## src/rtl/uart_tx.sv

```systemverilog
// UART transmitter: valid/ready byte input, one-entry holding register, 8-bit frames on TX
// with optional even/odd parity and one or two stop bits.
//
// state    | meaning
// ---------+---------------------------------------------------------
// S_IDLE   | line idle high, waiting for the holding register to fill
// S_START  | driving the start bit (low)
// S_DATA   | driving D0..D7, LSB first
// S_PARITY | driving the parity bit (only when PARITY != 0)
// S_STOP   | driving STOP_BITS stop bits (high)
module uart_tx #(
   parameter int CLKS_PER_BIT = 104,
   parameter int PARITY       = 0,
   parameter int STOP_BITS    = 1
) (
   input  logic       CLK,
   input  logic       RESET_N,
   input  logic [7:0] DATA_IN,
   input  logic       DATA_VALID,
   output logic       DATA_READY,
   output logic       TX,
   output logic       BUSY
);

   localparam int            CW        = (CLKS_PER_BIT > 1) ? $clog2(CLKS_PER_BIT) : 1;
   localparam logic [CW-1:0] BAUD_MAX  = CW'(CLKS_PER_BIT - 1);
   localparam logic [2:0]    STOP_LAST = 3'(STOP_BITS - 1);
   localparam logic          PAR_ODD   = (PARITY == 2);

   typedef enum logic [2:0] {S_IDLE, S_START, S_DATA, S_PARITY, S_STOP} state_t;

   state_t        state_q, state_nxt;
   logic [CW-1:0] baud_q, baud_nxt;
   logic [2:0]    bit_q, bit_nxt;
   logic [7:0]    shift_q, shift_nxt;
   logic [7:0]    hold_q, hold_nxt;
   logic          hold_full_q, hold_full_nxt;
   logic          ready_q, ready_nxt;
   logic          tx_q, tx_nxt;

   always_ff @(posedge CLK or negedge RESET_N) begin
      if (!RESET_N) begin
         state_q     <= S_IDLE;
         baud_q      <= '0;
         bit_q       <= '0;
         shift_q     <= '0;
         hold_q      <= '0;
         hold_full_q <= 1'b0;
         ready_q     <= 1'b1;
         tx_q        <= 1'b1;
      end else begin
         state_q     <= state_nxt;
         baud_q      <= baud_nxt;
         bit_q       <= bit_nxt;
         shift_q     <= shift_nxt;
         hold_q      <= hold_nxt;
         hold_full_q <= hold_full_nxt;
         ready_q     <= ready_nxt;
         tx_q        <= tx_nxt;
      end
   end

   always_comb begin
      state_nxt     = state_q;
      baud_nxt      = baud_q;
      bit_nxt       = bit_q;
      shift_nxt     = shift_q;
      hold_nxt      = hold_q;
      hold_full_nxt = hold_full_q;
      tx_nxt        = tx_q;

      // ready_q is low whenever the holding register is full, so an accept never
      // coincides with a transfer out of the holding register below.
      if (DATA_VALID && ready_q) begin
         hold_nxt      = DATA_IN;
         hold_full_nxt = 1'b1;
      end

      case (state_q)
         S_IDLE: begin
            if (hold_full_q) begin
               state_nxt     = S_START;
               shift_nxt     = hold_q;
               hold_full_nxt = 1'b0;
               baud_nxt      = '0;
               tx_nxt        = 1'b0;
            end
         end
         S_START: begin
            if (baud_q == BAUD_MAX) begin
               state_nxt = S_DATA;
               baud_nxt  = '0;
               bit_nxt   = '0;
               tx_nxt    = shift_q[0];
            end else begin
               baud_nxt = baud_q + 1'b1;
            end
         end
         S_DATA: begin
            if (baud_q == BAUD_MAX) begin
               baud_nxt = '0;
               if (bit_q == 3'd7) begin
                  bit_nxt = '0;
                  if (PARITY != 0) begin
                     state_nxt = S_PARITY;
                     tx_nxt    = (^shift_q) ^ PAR_ODD;
                  end else begin
                     state_nxt = S_STOP;
                     tx_nxt    = 1'b1;
                  end
               end else begin
                  bit_nxt = bit_q + 3'd1;
                  tx_nxt  = shift_q[bit_q + 3'd1];
               end
            end else begin
               baud_nxt = baud_q + 1'b1;
            end
         end
         S_PARITY: begin
            if (baud_q == BAUD_MAX) begin
               state_nxt = S_STOP;
               baud_nxt  = '0;
               bit_nxt   = '0;
               tx_nxt    = 1'b1;
            end else begin
               baud_nxt = baud_q + 1'b1;
            end
         end
         S_STOP: begin
            if (baud_q == BAUD_MAX) begin
               baud_nxt = '0;
               if (bit_q == STOP_LAST) begin
                  bit_nxt = '0;
                  if (hold_full_q) begin
                     state_nxt     = S_START;
                     shift_nxt     = hold_q;
                     hold_full_nxt = 1'b0;
                     tx_nxt        = 1'b0;
                  end else begin
                     state_nxt = S_IDLE;
                  end
               end else begin
                  bit_nxt = bit_q + 3'd1;
               end
            end else begin
               baud_nxt = baud_q + 1'b1;
            end
         end
         default: begin
            state_nxt = S_IDLE;
            tx_nxt    = 1'b1;
         end
      endcase

      ready_nxt = !hold_full_nxt;
   end

   assign DATA_READY = ready_q;
   assign TX         = tx_q;
   assign BUSY       = (state_q != S_IDLE) || hold_full_q;

endmodule

```

## config.mk

```make
export PLATFORM = sky130hd
export DESIGN_NAME = uart_tx
export DESIGN_NICKNAME = d
export VERILOG_FILES = /design/src/rtl/uart_tx.sv
export SDC_FILE = /design/constraint.sdc
export NUM_CORES = 1
export LEC_CHECK = 0
export CAP_MARGIN = 10
export CORE_ASPECT_RATIO = 1.2
export CORE_MARGIN = 2
export CORE_UTILIZATION = 45
export CTS_BUF_LIST = sky130_fd_sc_hd__clkbuf_8 sky130_fd_sc_hd__clkbuf_16
export DETAILED_ROUTE_END_ITERATION = 8
export DONT_BUFFER_PORTS = 1
export GPL_ROUTABILITY_DRIVEN = 0
export GPL_TIMING_DRIVEN = 0
export SLEW_MARGIN = 10
export SYNTH_ARGS = -nofsm -noshare
export SYNTH_HDL_FRONTEND = slang
export SYNTH_SLANG_ARGS = --single-unit
```

## constraint.sdc

```tcl
create_clock -name CLK -period 3.5 [get_ports CLK]
set_input_delay 0.35 -clock CLK [delete_from_list [all_inputs] [get_ports CLK]]
set_output_delay 0.35 -clock CLK [all_outputs]
set_load 0.005 [all_outputs]
```

# == After elaboration in Yosys (flattened, before gate mapping) ==
# Cells that the tools add are included.
# totals
elab_cells,78
input_bits,11
ff_bits,32
output_inout_bits,3
# op_classes
magnitude_cmp,1
addsub,2
n_eq_ne,14
n_reduce_logical,16
muxes,37
# op_table
cell,n
3-bit two-way mux,12
8-bit two-way mux,3
8-bit case mux with 2 select lines,1
3-bit case mux with 5 select lines,1
7-bit two-way mux,2
"2-bit inequality test, second input constant",7
7-bit case mux with 2 select lines,1
1-bit two-way mux,13
3-bit case mux with 3 select lines,1
"7-bit by 1-bit adder with 7-bit output, second input constant",1
"7-bit == test, second input constant",1
7-bit AND reduction,1
"3-bit by 2-bit == test with 1-bit output, second input constant",2
"3-bit == test, second input constant",2
3-bit zero test,2
3-bit nonzero test,2
1-bit case mux with 5 select lines,1
5-bit AND reduction,1
"3-bit by 4-bit < comparator with 1-bit output, second input constant",1
4-bit AND reduction,1
2-bit nonzero test,2
4-bit OR reduction,1
"3-bit by 1-bit adder with 3-bit output, second input constant",1
1-bit binary-select mux with 3-bit select,1
other kinds (9),9

# == Logic depth before layout (Yosys ltp) ==
# Gate-level depths: netlist of the first run.
# depth
ltp_word,7
ltp_mapped,8
depth_no_buf,6

# == Least setup slack after synthesis of the first run ==
# OpenSTA, ideal clock, no wires.
# synth_path
path_type,reg-to-reg
from,reg bit_q[0]
to,reg shift_q[1]
slack_ns,1.702
n_path_buf,2
required_ns,3.375
stages_incl_launch_ff,9
arrival_ns,1.673
synth_period_minus_slack_ns,1.798
cell_sequence,dfrtp_1 > clkbuf_1 > inv_1 > ha_1 > nand2b_1 > nand3b_2 > a21o_1 > buf_6 > mux2_4
# synth_via
elab_chain_len,3
# synth_lines
element,line_no,rtl
"start, declared",34,"logic [2:0] bit_q, bit_nxt;"
"start signal, assigned",54,bit_q <= bit_nxt;
3-bit zero test,132,if (bit_q == STOP_LAST) begin
2-bit inequality test (no line),--,
3-bit AND reduction (no line),--,
"end signal, assigned",55,shift_q <= shift_nxt;
"end, declared",35,"logic [7:0] shift_q, shift_nxt;"
# No other way between the ends.
# A chain may end at the register's enable or synchronous reset.

# == Final worst setup path of the first run ==
# layout_path
from,reg bit_q[0]
to,reg shift_q[3]
# Same word-level chain as after synthesis.

==> summary.txt, run 1 <==
final core occ - 52.53%
Max-cap violations - 0
H-tree level count - 2
final period utilization - 57.33%
setup violators final - 0
setup slack, reg-to-reg - 1.49 ns
fin crit period - 2.007 ns
RR Startpoint - bit_q[0]
Hold Slack - 0.2168 ns
Slew headroom - 68.81%
Placed Instances - 210
CP Launch Type - flip-flop
post-synthesis cell count - 158
clock root buffer - clkbuf_8
CP Data Arrival Time - 2.17 ns
WL met2 - 1741 um
first-pass GRT wire length - 6078 um
routed length on met3 - 152 um
ANT nets after route - 0
antenna diode count - 0
metal1 wirelength - 1446 um
total core area - 3664 um^2
Yosys warning count - 0
maximum vdd ir drop - 0.3819 mV
DIE WIDTH - 60.77 um
# resized after CTS - 0
Fin Clk Skew - 0.006844 ns
share of cells above drive strength 1 - 24.40%
nets@finish - 182
Mapped Avg Cell Area - 11.02 um^2
Reg2Reg Depth - 8
Post-Syn Nets - 173
crit path kind - reg2reg
Vias/cell - 5.664
leading post-synthesis cells by cell area - dfrtp_1, mux2_2, mux2_4
synthesized cell area - 1740 um^2
Reg clk slew, reported paths - 0.07 ns
initial antenna violation count - 0
Top Ports - 14
Overflow after GRT - 0
WL per Instance - 15.44 um
maximum net fanout on the critical path - 10
vias - 1246
Hold Crit Endpoint - hold_q[6]
most common cell in the synthesized netlist - dfrtp_1
Non-Filler Instances - 220
total design power - 1.278 mW
placed cell area - 1805 um^2
Fin Setup TNS - 0 ns
Finished Cell Area - 1924 um^2
Num CTS Buffers - 5
#FFs+latches synth - 32
Worst-Skew Late Latency - 0.28 ns
clk buf depth - 2
1st-pass router iterations - 4
postcts setup bufs - 0
Crit path required time - 3.67 ns
Final Slew Violations - 0
Min-Delay Startpoint - DATA_IN[6]
CTS tree - yes
vias in the first global route - 1367
Starting Density - 47.51%
class of the worst hold path - in2reg
hold path cells - 1
final worst slack - 1.493 ns
pre-CTS setup slack - 1.485 ns
synthesis-to-layout area growth - 10.57%
Primary FF master, synth - dfrtp_1
RSZ-0062 raised after global routing - no
async set-reset flop share out of synthesis - 100.0%
Pwr per Cell Area - 664.0 nW/um^2
Synth top area share - 43.13%
number of synthesized flops with an enable pin - 0
sequential fraction of the synthesis area - 46.15%
status - complete, no violations
routed wire length - 3397 um
Synth area leader - dfrtp_1
slew at the pin closest to its max-slew limit - 0.4679 ns
port buffer count - 0
All-Layer GR Usage - 18.39%
final hold violation count - 0
Core Rows - 24
die area - 4383 um^2
CTS sink cnt - 32
drt drc - 0
height of the die - 72.13 um
leakage - 0.8085 nW
Synth cell types - 44
list of most frequent post-synthesis cells - dfrtp_1, nand2_1, o21ai_0, mux2_2, a21oi_1
Max Freq - 498.4 MHz
Top Metal Used - met4
largest net degree at the start of global routing - 33
worst r2r dst - shift_q[3]
drt initial violations - 69
DP HPWL - 2455 um
CP Capture Type - flip-flop
==> per-layer routing <==
layer,track usage (%),vias to the layer above
li1,-,592
met1,21.78,613
met2,31.18,35
met3,4.456,6
met4,7.729,0
met5,0,-
==> kinds of logic (layout without fill, tap and decap cells) <==
logic type,after synthesis,count (layout),share of synthesized area [%]
AO/OA/AOI/OAI,36,36,12.94
multiplexers,23,23,16.68
buffers and inverters,13,23,4.816
AND/OR/NAND/NOR,48,48,15.46
XOR/XNOR,1,1,0.5033
adder cells (fa/ha/maj),5,5,3.451
flip-flops,32,32,46.15
==> flip-flops by register name, indices dropped and copies added (netlist names) <==
name / cells
baud_q: 7
shift_q: 8
hold_full_q: 1
state_q: 3
hold_q: 8
bit_q: 3
DATA_READY: 1
TX: 1
==> worst max path at each step <==
stage,startpoint,endpoint,slack [ns],cells after the start
finish,bit_q[0],shift_q[3],1.49,8
global route,bit_q[0],shift_q[6],1.34,8
CTS,bit_q[0],shift_q[3],1.47,8
detailed placement,bit_q[0],shift_q[3],1.48,8
global placement,bit_q[0],shift_q[2],1.54,8
floorplan,bit_q[0],shift_q[1],1.70,8
==> final cells by class <==
| class | count | area, um^2 |
|---|---|---|
| tap | 52 | 65.06 |
| inverter | 4 | 15.01 |
| buffer | 9 | 68.82 |
| multi-input combinational | 113 | 853.3 |
| clock buffer | 5 | 68.82 |
| clock inverter | 3 | 20.02 |
| timing repair buffer | 2 | 30.03 |
| fill | 341 | 1739 |
| sequential | 32 | 803.3 |
==> report_power, final <==
| part | switching [mW] | internal, mW |
|---|---|---|
| sequential | 0.102 | 0.516 |
| combinational | 0.160 | 0.224 |
| clock | 0.138 | 0.138 |
| total | 0.399 | 0.878 |
==> cells in the final DEF (no fill, tap or decap), drive strengths merged, types with 2 or more instances in the layout <==
| master | n |
|---|---|
| nor2 | 9 |
| dfrtp | 30 |
| nor3 | 2 |
| nor3b | 3 |
| or3 | 2 |
| mux2i | 5 |
| nand2b | 3 |
| clkbuf | 9 |
| nand3 | 4 |
| mux2 | 17 |
| nand2 | 11 |
| a211oi | 2 |
| nor4 | 2 |
| nand4 | 2 |
| a32oi | 2 |
| o21ai | 12 |
| a221oi | 2 |
| a31oi | 3 |
| and3 | 2 |
| ha | 4 |
| a31o | 2 |
| buf | 6 |
| and2 | 4 |
| inv | 5 |
| dfstp | 2 |
| a21oi | 8 |
==> critical path, stage by stage, from the launching register on <==
cell and delay (ns):
dfrtp_1 0.38, clkbuf_1 0.19, inv_1 0.13, ha_1 0.19, nand2b_1 0.08, nand3b_2 0.24, a21o_1 0.22, buf_6 0.15
mux2_4 0.30
==> timing repair <==
| action | CTS | global route |
|---|---|---|
| endpoints found under the setup margin | 0 | 0 |
| hold buffers | 2 | 0 |
| hold endpoints to repair | 32 | 0 |
Power figures use the tool's default switching activity.
==> inputs of run 2 (changes only) <==
==> constraint.sdc (replaced) <==
create_clock -name CLK -period 1.94 [get_ports CLK]
set_input_delay 0.194 -clock CLK [delete_from_list [all_inputs] [get_ports CLK]]
set_output_delay 0.194 -clock CLK [all_outputs]
set_load 0.005 [all_outputs]
==> summary.txt, run 2 (same netlist as run 1, synthesis figures left out) <==
placed cell area - 1805 um^2
Pwr per Cell Area - 1201 nW/um^2
final hold violation count - 0
share of cells above drive strength 1 - 26.47%
CTS tree - yes
Overflow after GRT - 0
RSZ-0062 raised after global routing - no
crit path from - baud_q[0]
status - complete, no violations
Worst-Skew Late Latency - 0.28 ns
CP Launch Type - flip-flop
commonest non-fill, non-tap cell in the layout - dfrtp_1
DP HPWL - 2455 um
WL per Instance - 15.32 um
Max Freq - 533.7 MHz
antenna diode count - 0
Fin Clk Skew - 0.006586 ns
first-pass GRT wire length - 6065 um
maximum net fanout on the critical path - 10
clock share of power - 21.3%
total design power - 2.335 mW
Internal - 1.609 mW
Non-Filler Instances - 222
die area - 4383 um^2
RR Startpoint - baud_q[0]
height of the die - 72.13 um
Top Ports - 14
worst setup path endpoint - shift_q[3]
Fin Setup TNS - 0 ns
Finished Cell Area - 1944 um^2
initial antenna violation count - 0
slew at the pin closest to its max-slew limit - 0.4762 ns
worst r2r dst - shift_q[3]
drt initial violations - 65
setup violators final - 0
switching power share of the total - 31.10%
leakage - 0.8208 nW
final period utilization - 96.59%
maximum vdd ir drop - 0.6889 mV
most frequent cells in the layout - dfrtp_1, nand2_1, o21ai_0, mux2_2, a21oi_1
Vias/cell - 5.608
P_sw - 0.7261 mW
ANT nets after route - 0
sequential power share - 47.7%
Num CTS Buffers - 5
Hold Slack - 0.06055 ns
Core Rows - 24
class of the worst hold path - in2reg
port buffer count - 0
Reg clk slew, reported paths - 0.07 ns
CP Capture Type - flip-flop
synthesis-to-layout area growth - 11.72%
Max-cap violations - 0
Crit path required time - 2.11 ns
crit path kind - reg2reg
clock root buffer - clkbuf_8
CTS sink cnt - 32
clk buf depth - 2
final core occ - 53.07%
Placed Instances - 210
Final Slew Violations - 0
CP Data Arrival Time - 2.04 ns
vias - 1245
DIE WIDTH - 60.77 um
vias in the first global route - 1367
combinational share of power - 31.0%
H-tree level count - 2
drt drc - 0
fin crit period - 1.874 ns
total core area - 3664 um^2
largest net degree at the start of global routing - 33
final worst slack - 0.06625 ns
Slew headroom - 68.26%
routed wire length - 3402 um
setup slack, reg-to-reg - 0.07 ns
pre-CTS setup slack - -0.07525 ns
1st-pass router iterations - 4
biggest regs - hold_q x8, shift_q x8, baud_q x7
All-Layer GR Usage - 18.35%
Reg2Reg Depth - 7
nets@finish - 184
Starting Density - 47.51%
[run 2: worst max-delay path, cell delays in order, from the launching register on]
cell	delay [ns]
dfrtp_1	0.41
ha_1	0.23
and3_1	0.16
clkbuf_2	0.18
nand3b_2	0.13
a21o_1	0.16
buf_6	0.17
mux2_4	0.31
[run 2: area by class of cell]
type | count | area, um^2
inverter | 4 | 15.01
multi-input combinational | 113 | 853.3
buffer | 8 | 65.06
clock buffer | 5 | 68.82
clock inverter | 3 | 20.02
tap | 52 | 65.06
fill | 343 | 1719
timing repair buffer | 5 | 52.55
sequential | 32 | 804.5
[run 2: worst min-delay path by stage]
stage	startpoint	end	slack, ns	depth (start not counted)
finish	DATA_IN[6]	hold_q[6]	0.06	1
detailed placement	RESET_N	baud_q[5]	-0.10	0
global route	DATA_IN[6]	hold_q[6]	0.05	1
global placement	RESET_N	baud_q[2]	-0.10	0
CTS	DATA_IN[6]	hold_q[6]	0.05	1
floorplan	RESET_N	baud_q[0]	-0.10	0
[run 2: routing by layer]
layer | track usage, % | part of all wire (%)
met1 | 21.78 | 43
met3 | 4.456 | 4.6
met4 | 7.729 | 1.6
met2 | 31.06 | 51
met5 | 0 | 0
[run 2: power by group through the flow]
stage | registers [mW] | logic [mW] | clock network, mW
2_1_floorplan | 1.07 | 0.591 | 0
3_3_place_gp | 1.12 | 0.661 | 0
3_5_place_dp | 1.14 | 0.678 | 0
4_1_cts | 1.12 | 0.706 | 0.517
5_1_grt | 1.14 | 0.821 | 0.550
6_report | 1.11 | 0.723 | 0.498
[run 2: what timing repair did]
item | CTS | global route
hold buffers | 2 | 0
buffers inserted | 0 | 3
endpoints found under the setup margin | 7 | 8
endpoints found under the hold margin | 32 | 0
gates resized for setup | 0 | 1
pin swaps | 0 | 0
==> inputs of run 3 (changes only) <==
--- a/config.mk
+++ b/config.mk
@@ -9,7 +9,7 @@
 export CORE_ASPECT_RATIO = 1.2
 export CORE_MARGIN = 2
 export CORE_UTILIZATION = 45
-export CTS_BUF_LIST = sky130_fd_sc_hd__clkbuf_8 sky130_fd_sc_hd__clkbuf_16
+export CTS_BUF_LIST = sky130_fd_sc_hd__clkbuf_2 sky130_fd_sc_hd__clkbuf_4 sky130_fd_sc_hd__clkbuf_8
 export DETAILED_ROUTE_END_ITERATION = 8
 export DONT_BUFFER_PORTS = 1
 export GPL_ROUTABILITY_DRIVEN = 0
==> summary.txt, run 3 (same netlist as run 1, synthesis figures left out) <==
antenna diode count - 0
Final Slew Violations - 0
met3 track demand over resource - 4.456%
GR peak layer - met2
largest net degree at the start of global routing - 33
RSZ-0062 raised after global routing - no
Crit path max-delay family - flip-flops
maximum vdd ir drop - 0.7016 mV
Multi-input gate area - 853.3 um^2
share of cells above drive strength 1 - 27.06%
H-tree level count - 2
Vias/cell - 5.653
port buffer count - 0
WL per Instance - 15.46 um
CP bufs+invs - 2
DIE WIDTH - 60.77 um
Top Ports - 14
final period utilization - 96.49%
slowest cell on the critical path - dfrtp_1
CTS sink cnt - 32
die area - 4383 um^2
Max-cap violations - 0
crit path cell chain - ha_1 > and3_1 > clkbuf_2 > nand3b_2 > a21o_1 > buf_6 > mux2_4
Worst-Skew Late Latency - 0.28 ns
Hold Slack - 0.05741 ns
final worst slack - 0.06819 ns
CP Launch Type - flip-flop
Starting Density - 47.51%
Fin Clk Skew - 0.006834 ns
CP Capture Type - flip-flop
vias - 1255
clk buf depth - 2
final hold violation count - 0
drt drc - 0
vias in the first global route - 1368
Overflow after GRT - 0
grt met2 use - 31.06%
total core area - 3664 um^2
ANT nets after route - 0
most frequent cells in the layout - dfrtp_1, nand2_1, o21ai_0, mux2_2, a21oi_1
clock root buffer - clkbuf_8
All-Layer GR Usage - 18.35%
DP HPWL - 2455 um
CTS tree - yes
routed wire length - 3433 um
Num CTS Buffers - 5
Fin Setup TNS - 0 ns
initial antenna violation count - 0
maximum net fanout on the critical path - 10
fin crit period - 1.872 ns
CP Data Arrival Time - 2.04 ns
pre-CTS setup slack - -0.07525 ns
setup slack, reg-to-reg - 0.07 ns
class of the worst hold path - in2reg
setup violators final - 0
Filler cells - 343
M1 GR Usage - 21.78%
1st-pass router iterations - 4
commonest non-fill, non-tap cell in the layout - dfrtp_1
Pwr per Cell Area - 1212 nW/um^2
nets@finish - 184
height of the die - 72.13 um
FF/Latch Area - 804.5 um^2
leakage - 0.8201 nW
Crit path required time - 2.11 ns
total design power - 2.361 mW
Reg clk slew, reported paths - 0.07 ns
biggest regs - hold_q x8, shift_q x8, baud_q x7
Core Rows - 24
Max Freq - 534.2 MHz
synthesis-to-layout area growth - 11.93%
crit path kind - reg2reg
status - complete, no violations
Slowest Stage Delay on Critical Path - 0.41 ns
drt initial violations - 65
Slew headroom - 68.26%
slew at the pin closest to its max-slew limit - 0.4760 ns
first-pass GRT wire length - 6058 um
-- run 3: cell types whose count changed in the layout (fill, tap and decap cells not counted), sizes merged --
| cell | delta |
|---|---|
| clkbuf | +1 |
| inv | -1 |
-- run 3: final timing paths --
path	end	from	depth (start not counted)
max	shift_q[3]	baud_q[0]	7
min	hold_q[5]	DATA_IN[5]	1
max reg2reg	shift_q[3]	baud_q[0]	7
max in group asynchronous	DATA_READY	RESET_N	2
min reg2reg	shift_q[1]	hold_q[1]	1
min in group asynchronous	baud_q[0]	RESET_N	2
-- run 3: repair_timing --
| item | CTS | global route |
|---|---|---|
| endpoints found under the setup margin | 7 | 8 |
| gates cloned | 0 | 0 |
| buffers inserted | 0 | 3 |
| hold endpoints to repair | 32 | 0 |
| hold buffers | 2 | 0 |
| resized for setup | 0 | 1 |
-- run 3: layout make-up --
class	instances	area share, %
plain buffers	8	3.340
multi-input cells	113	43.80
clock inverters	2	0.8349
flip-flops and latches	32	41.30
well taps	52	3.340
inverters	4	0.7707
clock buffers	6	3.918
repair buffers	5	2.697
-- run 3: where the power goes --
| part | switching (mW) | total [mW] | internal (mW) |
|---|---|---|---|
| clock network | 0.254 | 0.522 | 0.269 |
| logic | 0.296 | 0.724 | 0.428 |
| registers | 0.183 | 1.11 | 0.932 |
-- run 3: per-layer routing --
metal | share of wire (%) | up-vias
met5 | 0 | -
met4 | 2.1 | 0
met3 | 4.8 | 7
met2 | 50 | 37
met1 | 43 | 615
li1 | - | 596
-- run 3: stage by stage --
stage               area, um^2  utilization, %  std cells
floorplan                 1740               -        158
global placement          1805           49.28        210
detailed placement        1805           49.28        210
CTS                       1924           52.53        219
global route              1948           53.18        222
finish                    1948           53.18        222
